<file path="config.mk">
export PLATFORM = sky130hd
export DESIGN_NAME = alu_arbiter
export DESIGN_NICKNAME = d
export VERILOG_FILES = /design/src/rtl/alu_arbiter_pkg.sv /design/src/rtl/alu_arbiter_alu.sv /design/src/rtl/alu_arbiter.sv
export SDC_FILE = /design/constraint.sdc
export NUM_CORES = 1
export LEC_CHECK = 0
export BUFFER_PORTS_ARGS = -buffer_cell sky130_fd_sc_hd__buf_2
export CAP_MARGIN = 10
export CORE_MARGIN = 3
export CORE_UTILIZATION = 30
export DETAILED_ROUTE_END_ITERATION = 8
export PLACE_DENSITY = 0.51
export RECOVER_POWER = 50
export SKIP_LAST_GASP = 1
export SYNTH_ARGS = -nofsm -noshare
export SYNTH_HDL_FRONTEND = slang
export SYNTH_SLANG_ARGS = --single-unit
</file>
<file path="constraint.sdc">
create_clock -name clk -period 6.1 [get_ports clk]
set_input_delay 1.22 -clock clk [delete_from_list [all_inputs] [get_ports clk]]
set_output_delay 1.22 -clock clk [all_outputs]
set_load 0.005 [all_outputs]
</file>
<file path="src/rtl/alu_arbiter_pkg.sv">
// ============================================================================
// Module      : alu_arbiter_pkg
// Description : ALU op codes, arbiter FSM state encoding and grant helper.
// Revision    : 1.0 - initial release
// ============================================================================
`default_nettype none

package alu_arbiter_pkg;

   localparam logic [2:0] c_op_add = 3'b000;
   localparam logic [2:0] c_op_sub = 3'b001;
   localparam logic [2:0] c_op_mul = 3'b010;
   localparam logic [2:0] c_op_shl = 3'b011;
   localparam logic [2:0] c_op_shr = 3'b100;
   localparam logic [2:0] c_op_cmp = 3'b101;

   localparam logic [1:0] c_st_idle = 2'd0;
   localparam logic [1:0] c_st_exec = 2'd1;
   localparam logic [1:0] c_st_resp = 2'd2;

   // One-hot grant; a lone requester always wins, contention goes to the pointer.
   function automatic logic [1:0] grant_onehot(input logic [1:0] valid, input logic ptr);
      case (valid)
         2'b01:   return 2'b01;
         2'b10:   return 2'b10;
         2'b11:   return ptr ? 2'b10 : 2'b01;
         default: return 2'b00;
      endcase
   endfunction

endpackage

`default_nettype wire

</file>
<file path="src/rtl/alu_arbiter_alu.sv">
// ============================================================================
// Module      : alu_arbiter_alu
// Description : Combinational 8-bit ALU with zero flag.
// Revision    : 1.0 - initial release
// ============================================================================
`default_nettype none

module alu_arbiter_alu
   import alu_arbiter_pkg::*;
(
   input  logic [7:0] a,
   input  logic [7:0] b,
   input  logic [2:0] op,
   output logic [7:0] result,
   output logic       zero
);

   always_comb begin
      result = 8'd0;
      case (op)
         c_op_add: result = a + b;
         c_op_sub: result = a - b;
         c_op_mul: result = a * b;
         c_op_shl: result = {a[6:0], 1'b0};
         c_op_shr: result = {1'b0, a[7:1]};
         c_op_cmp: result = (a == b) ? 8'd0 : 8'd1;
         default:  result = 8'd0;
      endcase
   end

   assign zero = (result == 8'd0);

endmodule

`default_nettype wire

</file>
<file path="src/rtl/alu_arbiter.sv">
// ============================================================================
// Module      : alu_arbiter
// Description : Two-requester round-robin front end for a shared 8-bit ALU.
// Revision    : 1.0 - initial release
// ============================================================================
`default_nettype none

module alu_arbiter
   import alu_arbiter_pkg::*;
#(
   parameter logic RR_INIT = 1'b0
)
(
   input  logic       clk,
   input  logic       rst,
   input  logic [1:0] req_valid,
   output logic [1:0] req_ready,
   input  logic [7:0] req0_a,
   input  logic [7:0] req0_b,
   input  logic [7:0] req1_a,
   input  logic [7:0] req1_b,
   input  logic [2:0] req0_op,
   input  logic [2:0] req1_op,
   output logic [1:0] rsp_valid,
   input  logic [1:0] rsp_ready,
   output logic [7:0] rsp_result,
   output logic       rsp_zero,
   output logic       busy
);

   logic [1:0] r_state;
   logic [1:0] w_state_next;
   logic       r_ptr;
   logic       r_gnt;
   logic [7:0] r_a;
   logic [7:0] r_b;
   logic [2:0] r_op;
   logic [7:0] r_result;
   logic       r_zero;
   logic [1:0] w_grant;
   logic       w_accept;
   logic       w_done;
   logic [7:0] w_alu_result;
   logic       w_alu_zero;

   assign w_grant  = grant_onehot(req_valid, r_ptr);
   assign w_accept = (r_state == c_st_idle) && (|req_valid);
   // Only the served requester's rsp_ready can complete the response.
   assign w_done   = (r_state == c_st_resp) && rsp_ready[r_gnt];

   always_ff @(posedge clk or posedge rst) begin
      if (rst) begin
         r_state <= c_st_idle;
      end else begin
         r_state <= w_state_next;
      end
   end

   always_comb begin
      w_state_next = r_state;
      case (r_state)
         c_st_idle: if (w_accept) w_state_next = c_st_exec;
         c_st_exec: w_state_next = c_st_resp;
         c_st_resp: if (w_done) w_state_next = c_st_idle;
         default:   w_state_next = c_st_idle;
      endcase
   end

   always_comb begin
      req_ready = 2'b00;
      rsp_valid = 2'b00;
      busy      = (r_state != c_st_idle);
      case (r_state)
         c_st_idle: req_ready = w_grant;
         c_st_resp: rsp_valid = r_gnt ? 2'b10 : 2'b01;
         default:   ;
      endcase
   end

   always_ff @(posedge clk or posedge rst) begin
      if (rst) begin
         r_ptr    <= RR_INIT;
         r_gnt    <= 1'b0;
         r_a      <= 8'd0;
         r_b      <= 8'd0;
         r_op     <= 3'd0;
         r_result <= 8'd0;
         r_zero   <= 1'b1;
      end else begin
         if (w_accept) begin
            r_gnt <= w_grant[1];
            r_a   <= w_grant[1] ? req1_a  : req0_a;
            r_b   <= w_grant[1] ? req1_b  : req0_b;
            r_op  <= w_grant[1] ? req1_op : req0_op;
         end
         if (r_state == c_st_exec) begin
            r_result <= w_alu_result;
            r_zero   <= w_alu_zero;
         end
         // Priority moves on completion, even when the other side never asked.
         if (w_done) begin
            r_ptr <= ~r_gnt;
         end
      end
   end

   alu_arbiter_alu alu (
      .a      (r_a),
      .b      (r_b),
      .op     (r_op),
      .result (w_alu_result),
      .zero   (w_alu_zero)
   );

   assign rsp_result = r_result;
   assign rsp_zero   = r_zero;

endmodule

`default_nettype wire

</file>
==> flow_summary.toml <==
[critical_path]
r2r-start = "r_a[1]$_DFFE_PP0P_"
cp.arrival_ps = 4880
worst_setup_path_end_kind = "flop"
r2r_cells = 15
path_class = "flop to flop"
start_kind = "flop"
r2r_end = "rsp_zero$_DFFE_PP1N_"
required_ps = 6290
worstPathMaxFanout = 13
ff2ff_setup_slack_ps = 1410

[run_status]
violations = "capacitance limit, slew limit"
status = "complete, but fails checks"

[place]
dp_hpwl_mm = 6.33
place_congestion = 0.857
numPortBuffers = 57

[final_layout]
final_nets = 509
layout-drive-gt1-share_pct = 19.9
area_growth_pct = 15.7
num-fill-cells = 1099
multi_input_area_um2 = 2150
final_common_cell = "buf_2"
antenna_cells = 0
seq_area_um2 = 802
mostFrequentLayoutCells = "buf_2, inv_1, nor2_1"

[hold_path]
min_path_type = "flop to flop"
min-delay-start = "rsp_result[0]$_DFFE_PP0N_"
min_to = "rsp_result[0]$_DFFE_PP0N_"
whs_path_depth = 2

[global_route]
antenna_found_initial = 0
grt-ovfl-total = 0
grt.total_usage_pct = 14.3
grt_pass1_wl_mm = 13.4
grt_pass1_vias = 2648
grt_max_degree = 42

[floorplan]
io_pins = 58
num_rows = 37
die_w_um = 109
die_h_um = 109
core_um2 = 10300
initial_core_util_pct = 30.9
dieArea_um2 = 11900

[clock_tree]
cts_tree = "yes"
postCtsHoldBufs = 0
cts_resized = 0
cts_max_path_buffers = 2
numClockSinks = 32
clockRootBuffer = "clkbuf_8"
cts_setup_buffers = 0
clkTransAtPathRegs_ps = 70
htreeDepth = 2
clk_latency_ps = 290
cts_made_buffers = 5

[routing]
dr.pass1.iters = 4
routed_wirelength_mm = 8.01
routed_via_density = 4.85
ant_nets = 0
dr_total_vias = 2704
topRoutingLayerUsed = "met4"
met2_length_mm = 3.70
detail_route.wl_per_cell_um = 14.3
drt_iter0_markers = 97
drc = 0
route.met3.wl_um = 463
drt-met1-wl_mm = 3.75

[sta]
hold_violations = 0
drv_slew = 75
setup-tns-final_ps = 0
timing.fmax_ghz = 0.213
max_slew_margin_pct = -18.9
finClkSkew_ps = 4.19
finalCriticalPeriod_ps = 4690
period_share_pct = 76.9
setup_viol = 0
rsz0062_at_grt = "false"
worst_pin_slew_ps = 1780

[yosys]
synth_seq_cells = 32
syn_nets = 455
ys.flop_type = "dfrtp_1"
synth_cells = 367
synth_edf_count = 0
synth_cell_types = 52
syn_area_um2 = 3190
syn_area_per_cell_um2 = 8.70
synthArstFlopShare_pct = 100
ys_seq_area_share_pct = 25.1
synth_warnings = 0

[flow_run]
maxCapViolCount = 2
## synthesized netlist by cell type, types with 3 or more instances
library cell	count	area share, %
clkbuf_1	7	0.82
o21ai_0	17	2.7
fa_1	14	8.8
nand3_1	9	1.4
xnor2_1	13	3.6
ha_1	30	12
mux2_2	4	1.4
and2_1	11	2.2
a221oi_1	3	0.82
nor2b_1	4	0.78
xor2_1	4	1.1
mux2i_1	24	7.5
or2_2	3	0.59
nor2_1	40	4.7
dfrtp_1	31	24
inv_1	41	4.8
nand2_1	26	3.1
a21oi_1	31	4.9
nand2b_1	7	1.4
a21o_1	3	0.71
## final cells by class
cell class,instances,area share [%]
clock buffer,5,1.86
clock inverter,3,1.15
inverter,42,4.27
multi-input combinational,280,58.3
sequential,32,21.7
tap,136,4.61
timing repair buffer,60,8.10
## how the worst max path moves through the flow
stage / end / cells after the start / startpoint / slack (ps)
after floorplan: rsp_zero$_DFFE_PP1N_ / 16 / r_a[1]$_DFFE_PP0P_ / 1720
after global placement: rsp_zero$_DFFE_PP1N_ / 15 / r_a[1]$_DFFE_PP0P_ / 1530
after detailed placement: rsp_zero$_DFFE_PP1N_ / 15 / r_a[1]$_DFFE_PP0P_ / 1400
after CTS: rsp_zero$_DFFE_PP1N_ / 15 / r_a[1]$_DFFE_PP0P_ / 1360
after global routing: rsp_zero$_DFFE_PP1N_ / 15 / r_a[1]$_DFFE_PP0P_ / 1140
final: rsp_zero$_DFFE_PP1N_ / 15 / r_a[1]$_DFFE_PP0P_ / 1410
## metrics by stage
| stage | worst slack [ps] | instance area [µm²] | instances | utilization (%) | hold WS, ps |
|---|---|---|---|---|---|
| final | 1410 | 3690 | 558 | 35.8 | 484 |
| after global routing | 1140 | 3690 | 558 | 35.8 | 518 |
| after CTS | 1360 | 3700 | 558 | 35.9 | 492 |
| after detailed placement | 1400 | 3590 | 550 | 34.8 | 474 |
| after global placement | 1530 | 3590 | 550 | 34.8 | 466 |
| after floorplan | 1720 | 3190 | 367 | - | 469 |
## state kept, by name, indices dropped and copies added (netlist names)
register    flops
rsp_result      8
r_state         2
rsp_zero        1
r_op            3
r_gnt           1
r_a             8
r_b             8
r_ptr           1
## worst max-delay path, stage by stage (launching register included)
cell and delay [ps]:
dfrtp_1 640, nand2_1 160, fa_1 480, fa_1 550
inv_1 50, fa_1 470, inv_1 50, fa_1 520
inv_1 40, ha_1 310, a21oi_1 160, xnor3_1 230
xnor3_1 390, nand2_1 90, o211ai_2 110, o41ai_2 340
## cell families after synthesis
family	Yosys count	share of synthesized area [%]
simple gates	117	17.9
compound gates	72	13.8
buf+inv	55	7.64
fa+ha+maj	44	20.5
flops	32	25.1
mux	28	8.94
xor+xnor	19	6.08
## layer usage
layer / track usage, % / vias to the layer above
li1: - / 1342
met1: 20.7 / 1277
met2: 22.7 / 79
met3: 1.84 / 6
met4: 3.07 / 0
met5: 0 / -
Power is left out: the tool's default activity adds up to more than one toggle a clock period on the data nets, which glitch-free logic cannot reach.
